==> src/rtl/mem_test_engine.sv <==
// mem_test_engine: two-pass PSRAM self-test (write pattern over a range, read back and compare) driving memCtrl.
module mem_test_engine #(
  parameter int          ADDR_W      = 24,
  parameter int          DATA_W      = 8,
  parameter logic [15:0] FIXED_PAT   = 16'h00AA,
  parameter logic [15:0] LFSR_SEED   = 16'hACE1,
  parameter int          START_DELAY = 50000,
  parameter int          TIMEOUT     = 1024
) (
  input  logic              i_clk,
  input  logic              i_reset,
  input  logic              i_start,
  input  logic [1:0]        i_mode,
  input  logic              i_stopOnError,
  input  logic [ADDR_W-1:0] i_addrFirst,
  input  logic [ADDR_W-1:0] i_addrLast,
  output logic              o_cs,
  output logic              o_write,
  output logic [ADDR_W-1:0] o_address,
  output logic [DATA_W-1:0] o_dataToWrite,
  input  logic [DATA_W-1:0] i_dataRead,
  input  logic              i_busy,
  input  logic              i_dataReady,
  output logic              o_running,
  output logic              o_done,
  output logic              o_pass,
  output logic [1:0]        o_errCode,
  output logic [ADDR_W-1:0] o_failAddr,
  output logic [DATA_W-1:0] o_failExp,
  output logic [DATA_W-1:0] o_failGot,
  output logic [15:0]       o_errCount,
  output logic [3:0]        o_state
);
  typedef enum logic [3:0] {IDLE, DELAY, WR_REQ, WR_WAIT, RD_REQ, RD_WAIT, CHECK, DONE} state_t;
  state_t state, state_nxt;
  logic [ADDR_W-1:0] addr, first, last, addr_nxt;
  logic [15:0] lfsr, lfsr_nxt;
  logic [1:0] mode, err_nxt;
  logic stop, start_ok, bad_range, at_last, mism, in_wait, tmo_hit, chk_err, first_err, adv, rewind;
  logic [31:0] cnt;
  logic [DATA_W-1:0] rd_data;
  function automatic logic [DATA_W-1:0] pat_of(input logic [ADDR_W-1:0] a, input logic [15:0] l);
    return mode == 2'd0 ? FIXED_PAT[DATA_W-1:0] : mode == 2'd1 ? a[DATA_W-1:0] :
           mode == 2'd2 ? ~a[DATA_W-1:0] : l[DATA_W-1:0];
  endfunction
  function automatic logic [15:0] lfsr_step(input logic [15:0] l);
    return {1'b0, l[15:1]} ^ (l[0] ? 16'hB400 : 16'h0000);
  endfunction
  assign o_state = state;
  // Request states are the single o_cs-low cycle; predecessors only enter them once memCtrl is idle.
  always_comb begin
    start_ok = i_start && (state == IDLE || state == DONE);
    bad_range = i_addrFirst > i_addrLast;
    at_last = addr == last;
    mism = rd_data != pat_of(addr, lfsr);
    in_wait = state == WR_WAIT || state == RD_WAIT;
    state_nxt = state;
    case (state)
      IDLE, DONE: if (start_ok) state_nxt = bad_range ? DONE : DELAY;
      DELAY:   if (cnt >= 32'(START_DELAY) && !i_busy) state_nxt = WR_REQ;
      WR_REQ:  state_nxt = WR_WAIT;
      WR_WAIT: state_nxt = cnt != '0 && !i_busy ? (at_last ? RD_REQ : WR_REQ) :
                           cnt == 32'(TIMEOUT - 1) ? DONE : WR_WAIT;
      RD_REQ:  state_nxt = RD_WAIT;
      RD_WAIT: state_nxt = cnt != '0 && i_dataReady && !i_busy ? CHECK :
                           cnt == 32'(TIMEOUT - 1) ? DONE : RD_WAIT;
      CHECK:   state_nxt = (mism && stop) || at_last ? DONE : !i_busy ? RD_REQ : CHECK;
      default: state_nxt = IDLE;
    endcase
    tmo_hit = in_wait && state_nxt == DONE;
    chk_err = state == CHECK && state_nxt != CHECK && mism;
    first_err = o_errCode == 2'd0 && (tmo_hit || chk_err);
    err_nxt = start_ok ? (bad_range ? 2'd3 : 2'd0) : first_err ? (tmo_hit ? 2'd2 : 2'd1) : o_errCode;
    rewind = state == WR_WAIT && state_nxt == RD_REQ;
    adv = (state == WR_WAIT && state_nxt == WR_REQ) || (state == CHECK && state_nxt == RD_REQ);
    addr_nxt = start_ok ? i_addrFirst : rewind ? first : adv ? addr + ADDR_W'(1) : addr;
    lfsr_nxt = start_ok || rewind ? LFSR_SEED : adv ? lfsr_step(lfsr) : lfsr;
  end
  always_ff @(posedge i_clk or posedge i_reset)
    if (i_reset) state <= IDLE;
    else state <= state_nxt;
  always_ff @(posedge i_clk or posedge i_reset)
    if (i_reset) begin
      o_cs <= 1'b1;
      o_write <= 1'b0;
      o_address <= '0;
      o_dataToWrite <= '0;
      o_running <= 1'b0;
      o_done <= 1'b0;
      o_pass <= 1'b0;
      o_errCode <= '0;
      o_failAddr <= '0;
      o_failExp <= '0;
      o_failGot <= '0;
      o_errCount <= '0;
      addr <= '0;
      first <= '0;
      last <= '0;
      lfsr <= LFSR_SEED;
      mode <= '0;
      stop <= 1'b0;
      cnt <= '0;
      rd_data <= '0;
    end else begin
      addr <= addr_nxt;
      lfsr <= lfsr_nxt;
      o_errCode <= err_nxt;
      o_cs <= !(state_nxt == WR_REQ || state_nxt == RD_REQ);
      o_running <= !(state_nxt == IDLE || state_nxt == DONE);
      o_done <= state_nxt == DONE;
      o_pass <= state_nxt == DONE && err_nxt == 2'd0;
      cnt <= state == DELAY ? cnt + 32'(cnt < 32'(START_DELAY)) : in_wait ? cnt + 32'd1 : '0;
      if (state_nxt == WR_REQ || state_nxt == RD_REQ) begin
        o_write <= state_nxt == WR_REQ;
        o_address <= addr_nxt;
        o_dataToWrite <= pat_of(addr_nxt, lfsr_nxt);
      end
      if (start_ok) begin
        first <= i_addrFirst;
        last <= i_addrLast;
        mode <= i_mode;
        stop <= i_stopOnError;
        o_errCount <= '0;
        o_failAddr <= '0;
        o_failExp <= '0;
        o_failGot <= '0;
      end
      if (state == RD_WAIT && state_nxt == CHECK) rd_data <= i_dataRead;
      if (chk_err) o_errCount <= o_errCount + 16'(o_errCount != 16'hFFFF);
      // A timeout only records where it stalled; expected/read data stay cleared.
      if (first_err) begin
        o_failAddr <= addr;
        o_failExp <= tmo_hit ? '0 : pat_of(addr, lfsr);
        o_failGot <= tmo_hit ? '0 : rd_data;
      end
    end
endmodule
==> config.mk <==
export PLATFORM = sky130hd
export DESIGN_NAME = mem_test_engine
export DESIGN_NICKNAME = d
export VERILOG_FILES = /design/src/rtl/mem_test_engine.sv
export SDC_FILE = /design/constraint.sdc
export NUM_CORES = 1
export LEC_CHECK = 0
export BUFFER_PORTS_ARGS = -buffer_cell sky130_fd_sc_hd__buf_4
export CORE_ASPECT_RATIO = 0.5
export CORE_MARGIN = 5
export CORE_UTILIZATION = 58
export DETAILED_ROUTE_END_ITERATION = 12
export PLACE_DENSITY = 0.79
export SETUP_SLACK_MARGIN = 0.4
export SKIP_LAST_GASP = 1
export SYNTH_ARGS = -nofsm -noshare
export SYNTH_HDL_FRONTEND = slang
export SYNTH_SLANG_ARGS = --single-unit
==> constraint.sdc <==
create_clock -name i_clk -period 8.6 [get_ports i_clk]
set_clock_uncertainty 0.1 [all_clocks]
set_input_delay 1.72 -clock i_clk [delete_from_list [all_inputs] [get_ports i_clk]]
set_output_delay 1.72 -clock i_clk [all_outputs]
set_load 0.01 [all_outputs]
[After elaboration in Yosys (flattened, before gate mapping)]
Cells that the tools add are included.
Operators by class
  reduce and logical (&&, ||, !) cells: 36
  $lt $le $gt $ge: 3
  add/subtract/negate cells: 4
  multiplexer cells: 38
  bitwise gates (word level): 3
  eq/ne operators: 18
Operators by type and width (number)
  24-bit two-way mux: 5
  8-bit two-way mux: 11
  16-bit two-way mux: 5
  32-bit two-way mux: 2
  32-bit by 1-bit adder with 32-bit output: 1
  32-bit by 1-bit adder with 32-bit output, second input constant: 1
  32-bit by 10-bit == test with 1-bit output, second input constant: 1
  32-bit by 16-bit greater-or-equal comparator with 1-bit output, second input constant: 1
  32-bit by 16-bit less-than comparator with 1-bit output, second input constant: 1
  32-bit nonzero test: 1
  4-bit by 3-bit == test with 1-bit output, second input constant: 7
  4-bit one-hot mux with 7 select lines: 1
  24-bit by 1-bit adder with 24-bit output, second input constant: 1
  24-bit == test: 1
  24-bit > comparator: 1
  16-bit by 1-bit adder with 16-bit output: 1
  2-bit two-way mux: 8
  16-bit != test, second input constant: 1
  8-bit NOT: 2
  15-bit by 16-bit XOR with 16-bit output: 1
  1-bit logical AND: 15
  4-bit by 2-bit == test with 1-bit output, second input constant: 3
  3-bit two-way mux: 4
  4-bit zero test: 2
  other kinds (11): 25
Word-level totals
  input port bits: 64
  logic and storage cells: 124
  output and inout bits: 99
  bits in registers: 230

[Logic depth before layout (Yosys ltp)]
  depth in word-level cells: 19
  mapped depth: 17
  gate-level depth less buffers: 15

[Worst setup path before layout]
No wires, ideal clock.
  path type: input -> register
  start point: input i_addrLast[22]
  end point: register o_failExp[3]
  arrival time: 4225 ps
  path buffers: 1
  setup time: 121 ps
  required time: 8379 ps
  path slack: 4154 ps
  stages: 13
  cells stage by stage: inv_1 ha_1 nand4_1 nor4_1 o31ai_1 a221o_1 nor4b_4 inv_2 a31oi_1 nor4b_4 nor2_2 buf_4 a22o_1
Between the ends
  longest elaborated chain between the ends: 10
  elaborated cells on any way between the ends: 14
  those cells by class: order compare (1); eq/ne (2); mux (5); reduce/logical (6)
Ends and longest elaborated chain
  start, declared: RTL line 16  | input logic [ADDR_W-1:0] i_addrLast,
  24-bit > comparator (*): RTL line 53  | bad_range = i_addrFirst > i_addrLast;
  3-bit two-way mux (*): RTL line 59  | IDLE, DONE: if (start_ok) state_nxt = bad_range ? DONE : DELAY;
  4-bit two-way mux (*): RTL line 59
  4-bit one-hot mux with 7 select lines (*): RTL line 58  | case (state)
  via state_nxt[1]: RTL line 35  | state_t state, state_nxt;
  4-bit by 3-bit != test with 1-bit output: RTL line 71  | chk_err = state == CHECK && state_nxt != CHECK && mism;
  1-bit logical AND (2 in a row): RTL line 71
  1-bit logical OR: RTL line 72  | first_err = o_errCode == 2'd0 && (tmo_hit || chk_err);
  1-bit logical AND: RTL line 72
  8-bit two-way mux / 2-bit nonzero test (equally long branches)
  end signal, assigned: RTL line 133  | o_failExp <= tmo_hit ? '0 : pat_of(addr, lfsr);
  end, declared: RTL line 29  | output logic [DATA_W-1:0] o_failExp,
Mark *: on every way through the listed nets, which the timed path passes. The rest lies on a longest branch.
A chain may end at the register's enable or synchronous reset.

[Final worst setup path]
  start point: input i_addrFirst[22]
  end point: register o_failExp[7]
Between the ends
  longest elaborated chain between the ends: 10
  elaborated cells on any way between the ends: 14
  those cells by class: order compare (1); eq/ne (2); mux (5); reduce/logical (6)
Ends and longest elaborated chain
  start, declared: RTL line 15  | input logic [ADDR_W-1:0] i_addrFirst,
  24-bit > comparator (*): RTL line 53
  3-bit two-way mux (*): RTL line 59
  4-bit two-way mux (*): RTL line 59
  4-bit one-hot mux with 7 select lines (*): RTL line 58
  via state_nxt[1]: RTL line 35
  4-bit by 3-bit != test with 1-bit output: RTL line 71
  1-bit logical AND (2 in a row): RTL line 71
  1-bit logical OR: RTL line 72
  1-bit logical AND: RTL line 72
  8-bit two-way mux / 2-bit nonzero test (equally long branches)
Marked as above.

==> metrics.md <==
| Metric | Value |
|---|---|
| Outcome | `finished clean` |
| Total grt overflow | `0` |
| Synth async-reset ratio | `1.00` |
| Cells along the critical path | `buf_4, ha_1, nand4_1, nor4_1, o31ai_1, a221o_1, nor4b_4, inv_2, a311o_1, nor3_4, o21ai_1, a21bo_1` |
| Period utilization | `0.602` |
| DRC | `0` |
| Count of final setup violators | `0` |
| Lkg Pwr | `6.57 nW` |
| Setup TNS | `0 ns` |
| Seq cells post-synth | `230` |
| TritonRoute pass-1 iters | `5` |
| DR vias/cell | `6.15` |
| Worst Slack Setup Final | `~3.4 ns` |
| Fin cells | `between 1500 and 2000` |
| Most used DFF post-synth | `dfrtp_1` |
| Placer Congestion | `0.914` |
| Post-synthesis instance total | `~1400` |
| Clock net sink count | `230` |
| Yosys warns | `0` |
| CP bufs+invs | `2` |
| Final WL | `roughly 33 mm` |
| Slowest library cell on the worst path | `a311o_1` |
| Max_cap viols | `0` |
| Pre-CTS WS | `roughly 3.0 ns` |
| Total chip power | `0.00372 W` |
| Port bufs | `162` |
| GRT Util Overall | `0.271` |
| Initial antenna violation count | `0` |
| Sequential share of power | `0.449` |
| Crit end category | `flop` |
| Critical path startpoint category | `input pin` |
| Cts hold-fix bufs | `0` |
| CTS Buf Count | `21` |
| Clock Pin Slew Worst Setup and Hold Paths | `roughly 0.070 ns` |
| Antenna diode count | `0` |
| Fmax achieved | `193 MHz` |
| # H-tree levels | `1` |
| Max incr delay on CP | `0.92 ns` |
| Placed cell count | `1726` |
| Hold crit path type | `reg -> reg` |
| Max-slew violations | `0` |
| First-pass GRT wire length | `roughly 55 mm` |
| Vias in the first global route | `10800` |
| Vias after detailed routing | `10800` |
| Worst Hold Margin | `between 0.3 and 0.4 ns` |
| Largest delay share family, worst path | `compound AO/OA/AOI/OAI gates` |
| Internal | `0.00238 W` |
| Clock share of power | `0.249` |
| Row count | `37` |
| Logic gate share of total power | `0.302` |
| CTS tree | `built` |
| RSZ-0062 raised after global routing | `no` |
| Core area | `20700 um2` |
| Iteration-0 DRC Markers | `1177` |
| Latest clock arrival within the worst-skew pair | `0.52 ns` |
| Power per standard cell area | `about 260 nW/um2` |
| Die extent in y | `113 um` |
| Post-DP HPWL | `23.7 mm` |
| Final Hold Fails | `0` |
| CTS Root Cell | `clkbuf_16` |
| CTS max path bufs | `3` |
| Initial Util | `0.595` |
| Largest net degree at the start of global routing | `about 150` |
| Routed Antenna Nets | `0` |
| Yosys top cell by area | `dfrtp_1` |
| Post CTS Setup Buffer Count | `0` |
| Die Wd | `~220 um` |
| Switching share of power | `0.360` |
| Synthesized area | `12300 um2` |
| Area contributors post-synth | `dfrtp_1, nand2_1, o21ai_0` |
| Ports | `approximately 160` |
| Routed WL per cell | `19.0 um` |
| Distinct cell type count after synthesis | `77` |
| Peak supply drop | `173 uV` |
| Die ar. | `24500 um2` |
| Crit path max fanout | `30` |
| Worst slew pin tran | `1.12 ns` |
| Yosys top cell area share | `0.448` |
| Slew headroom | `0.256` |
| Critical Path AT | `5.48 ns` |
| Fin crit period | `slightly above 5 ns` |
| Share of layout cells above drive strength 1 | `0.178` |
| Sequential element share of the synthesized area | `0.467` |
| Area Overhead vs Synth | `15.6%` |
| Post-synth EDFFs | `0` |
| Post-cts sizing count | `0` |
| Nets | `1571` |
| Crit path kind | `in -> reg` |
| Net Sw Power | `0.00134 W` |
| # fillers | `between 1500 and 2000` |
| Worst EP required | `approximately 8.9 ns` |
| Net count after synthesis | `1461` |
| Synthesized area per cell | `approximately 9 um2` |
-- cells in the final DEF, fill, tap and decap left out, types with 5 or more instances in the layout --
cell / Yosys / final
nor2_1: 79 / 78
a22o_1: 18 / 18
clkbuf_1: 60 / 9
dfrtp_1: 221 / 221
and2_1: 6 / 6
o221ai_1: 5 / 5
o22ai_1: 9 / 9
mux2_2: 28 / 28
o211ai_1: 9 / 9
or3_1: 13 / 13
mux2i_1: 22 / 21
inv_1: 46 / 45
buf_4: 5 / 171
nor3_1: 19 / 19
and4_1: 9 / 9
a21oi_1: 48 / 48
o31ai_1: 12 / 12
nand2_1: 248 / 248
nor4_1: 9 / 9
a31oi_1: 29 / 29
nand4_1: 33 / 33
clkbuf_16: 0 / 21
xor2_1: 14 / 14
a22oi_1: 12 / 12
and3_1: 22 / 22
dfstp_2: 9 / 9
ha_1: 31 / 31
nor2b_1: 7 / 7
xnor2_1: 30 / 30
o2111ai_1: 5 / 5
nand3_1: 50 / 50
o21ai_1: 5 / 5
o21ai_0: 151 / 151
-- power by group through the flow --
| stage | sequential [W] | clock [W] | combinational, W |
|---|---|---|---|
| after detailed placement | 0.00168 | 0 | 0.00111 |
| after global placement | 0.00167 | 0 | 0.00108 |
| after global routing | 0.00170 | 0.000982 | 0.00125 |
| after CTS | 0.00166 | 0.000932 | 0.00113 |
| final | 0.00167 | 0.000927 | 0.00112 |
| after floorplan | 0.00159 | 0 | 0.000760 |
-- final timing paths --
kind	cells past startpoint	end	slack, ns	startpoint
hold reg to reg	2	first[7]	0.37	first[7]
max in group asynchronous	3	o_errCount[8]	5.54	i_reset
setup reg to reg	11	o_pass	3.78	mode[1]
setup / recovery	12	o_failExp[7]	3.43	i_addrFirst[22]
min in group asynchronous	2	o_failAddr[7]	1.30	i_reset
hold / removal	2	first[7]	0.37	first[7]
-- worst reg2reg max path, delay by kind of cell (launching register included) --
kind	cells	cell delay, ns
AO/OA/AOI/OAI	3	1.21
buffers and inverters	1	0.12
flip-flops	1	0.79
multiplexers	1	0.30
AND/OR/NAND/NOR	6	2.19
-- stage by stage --
step / instance area [um2] / utilization
after floorplan: 12300 / -
after global placement: 13600 / 0.657
after detailed placement: 13600 / 0.657
after CTS: 14300 / 0.689
after global routing: 14300 / 0.689
final: 14300 / 0.689
-- final cells by class --
| cell class | instances | area (um2) | share of cell area |
|---|---|---|---|
| Clock buffer | 33 | 601 | 0.0421 |
| Timing Repair Buffer | 171 | 1280 | 0.0899 |
| Inverter | 48 | 188 | 0.0131 |
| Clock inverter | 4 | 48.8 | 0.00342 |
| Multi-Input combinational cell | 1004 | 6050 | 0.424 |
| Tap cell | 273 | 342 | 0.0239 |
| Sequential cell | 230 | 5770 | 0.404 |
-- state kept, by name (all words and copies together) (netlist names), 2 cells and up --
register	flops
lfsr	16
rd_data	8
o_errCode	2
o_failAddr	24
first	24
o_address	24
o_errCount	16
mode	2
o_dataToWrite	8
addr	24
o_failExp	8
cnt	32
o_state	4
o_failGot	8
last	24
-- cells by family after synthesis --
| logic type | after synthesis | share of synthesized area |
|---|---|---|
| other | 1 | 0.000304 |
| AOI/OAI and AO/OA | 346 | 0.173 |
| buffers and inverters | 132 | 0.0448 |
| muxes | 50 | 0.0434 |
| DFF | 230 | 0.467 |
| adders and majority gates | 31 | 0.0314 |
| xor gates and xnor gates | 44 | 0.0312 |
| and+or+nand+nor | 532 | 0.209 |
-- metal layers --
metal,part of all wire,GRT usage
met1,0.43,0.363
met2,0.48,0.459
met3,0.063,0.0481
met4,0.029,0.0804
met5,0,0
-- synth_stat cells, types with 4 or more instances --
cell type,count
o21ai_1,5
and4_1,9
dfrtp_1,221
nor3b_1,4
or3_1,13
nand2_1,248
nand2b_1,4
xnor2_1,30
mux2i_1,22
and3b_1,4
a31oi_1,29
o2111ai_1,5
clkbuf_1,60
nor3_1,19
o21ai_0,151
or2_2,4
a22oi_1,12
xor2_1,14
nand4_1,33
nand3_1,50
and3_1,22
a21oi_1,48
o22ai_1,9
mux2_2,28
a22o_1,18
buf_2,13
o211ai_1,9
ha_1,31
o221ai_1,5
a221oi_1,4
or4_1,4
dfstp_2,9
nor2b_1,7
and2_1,6
nor2_1,79
o31ai_1,12
buf_4,5
or3b_2,4
inv_1,46
nor4_1,9
Note: power is estimated with default switching activity, not from simulation.
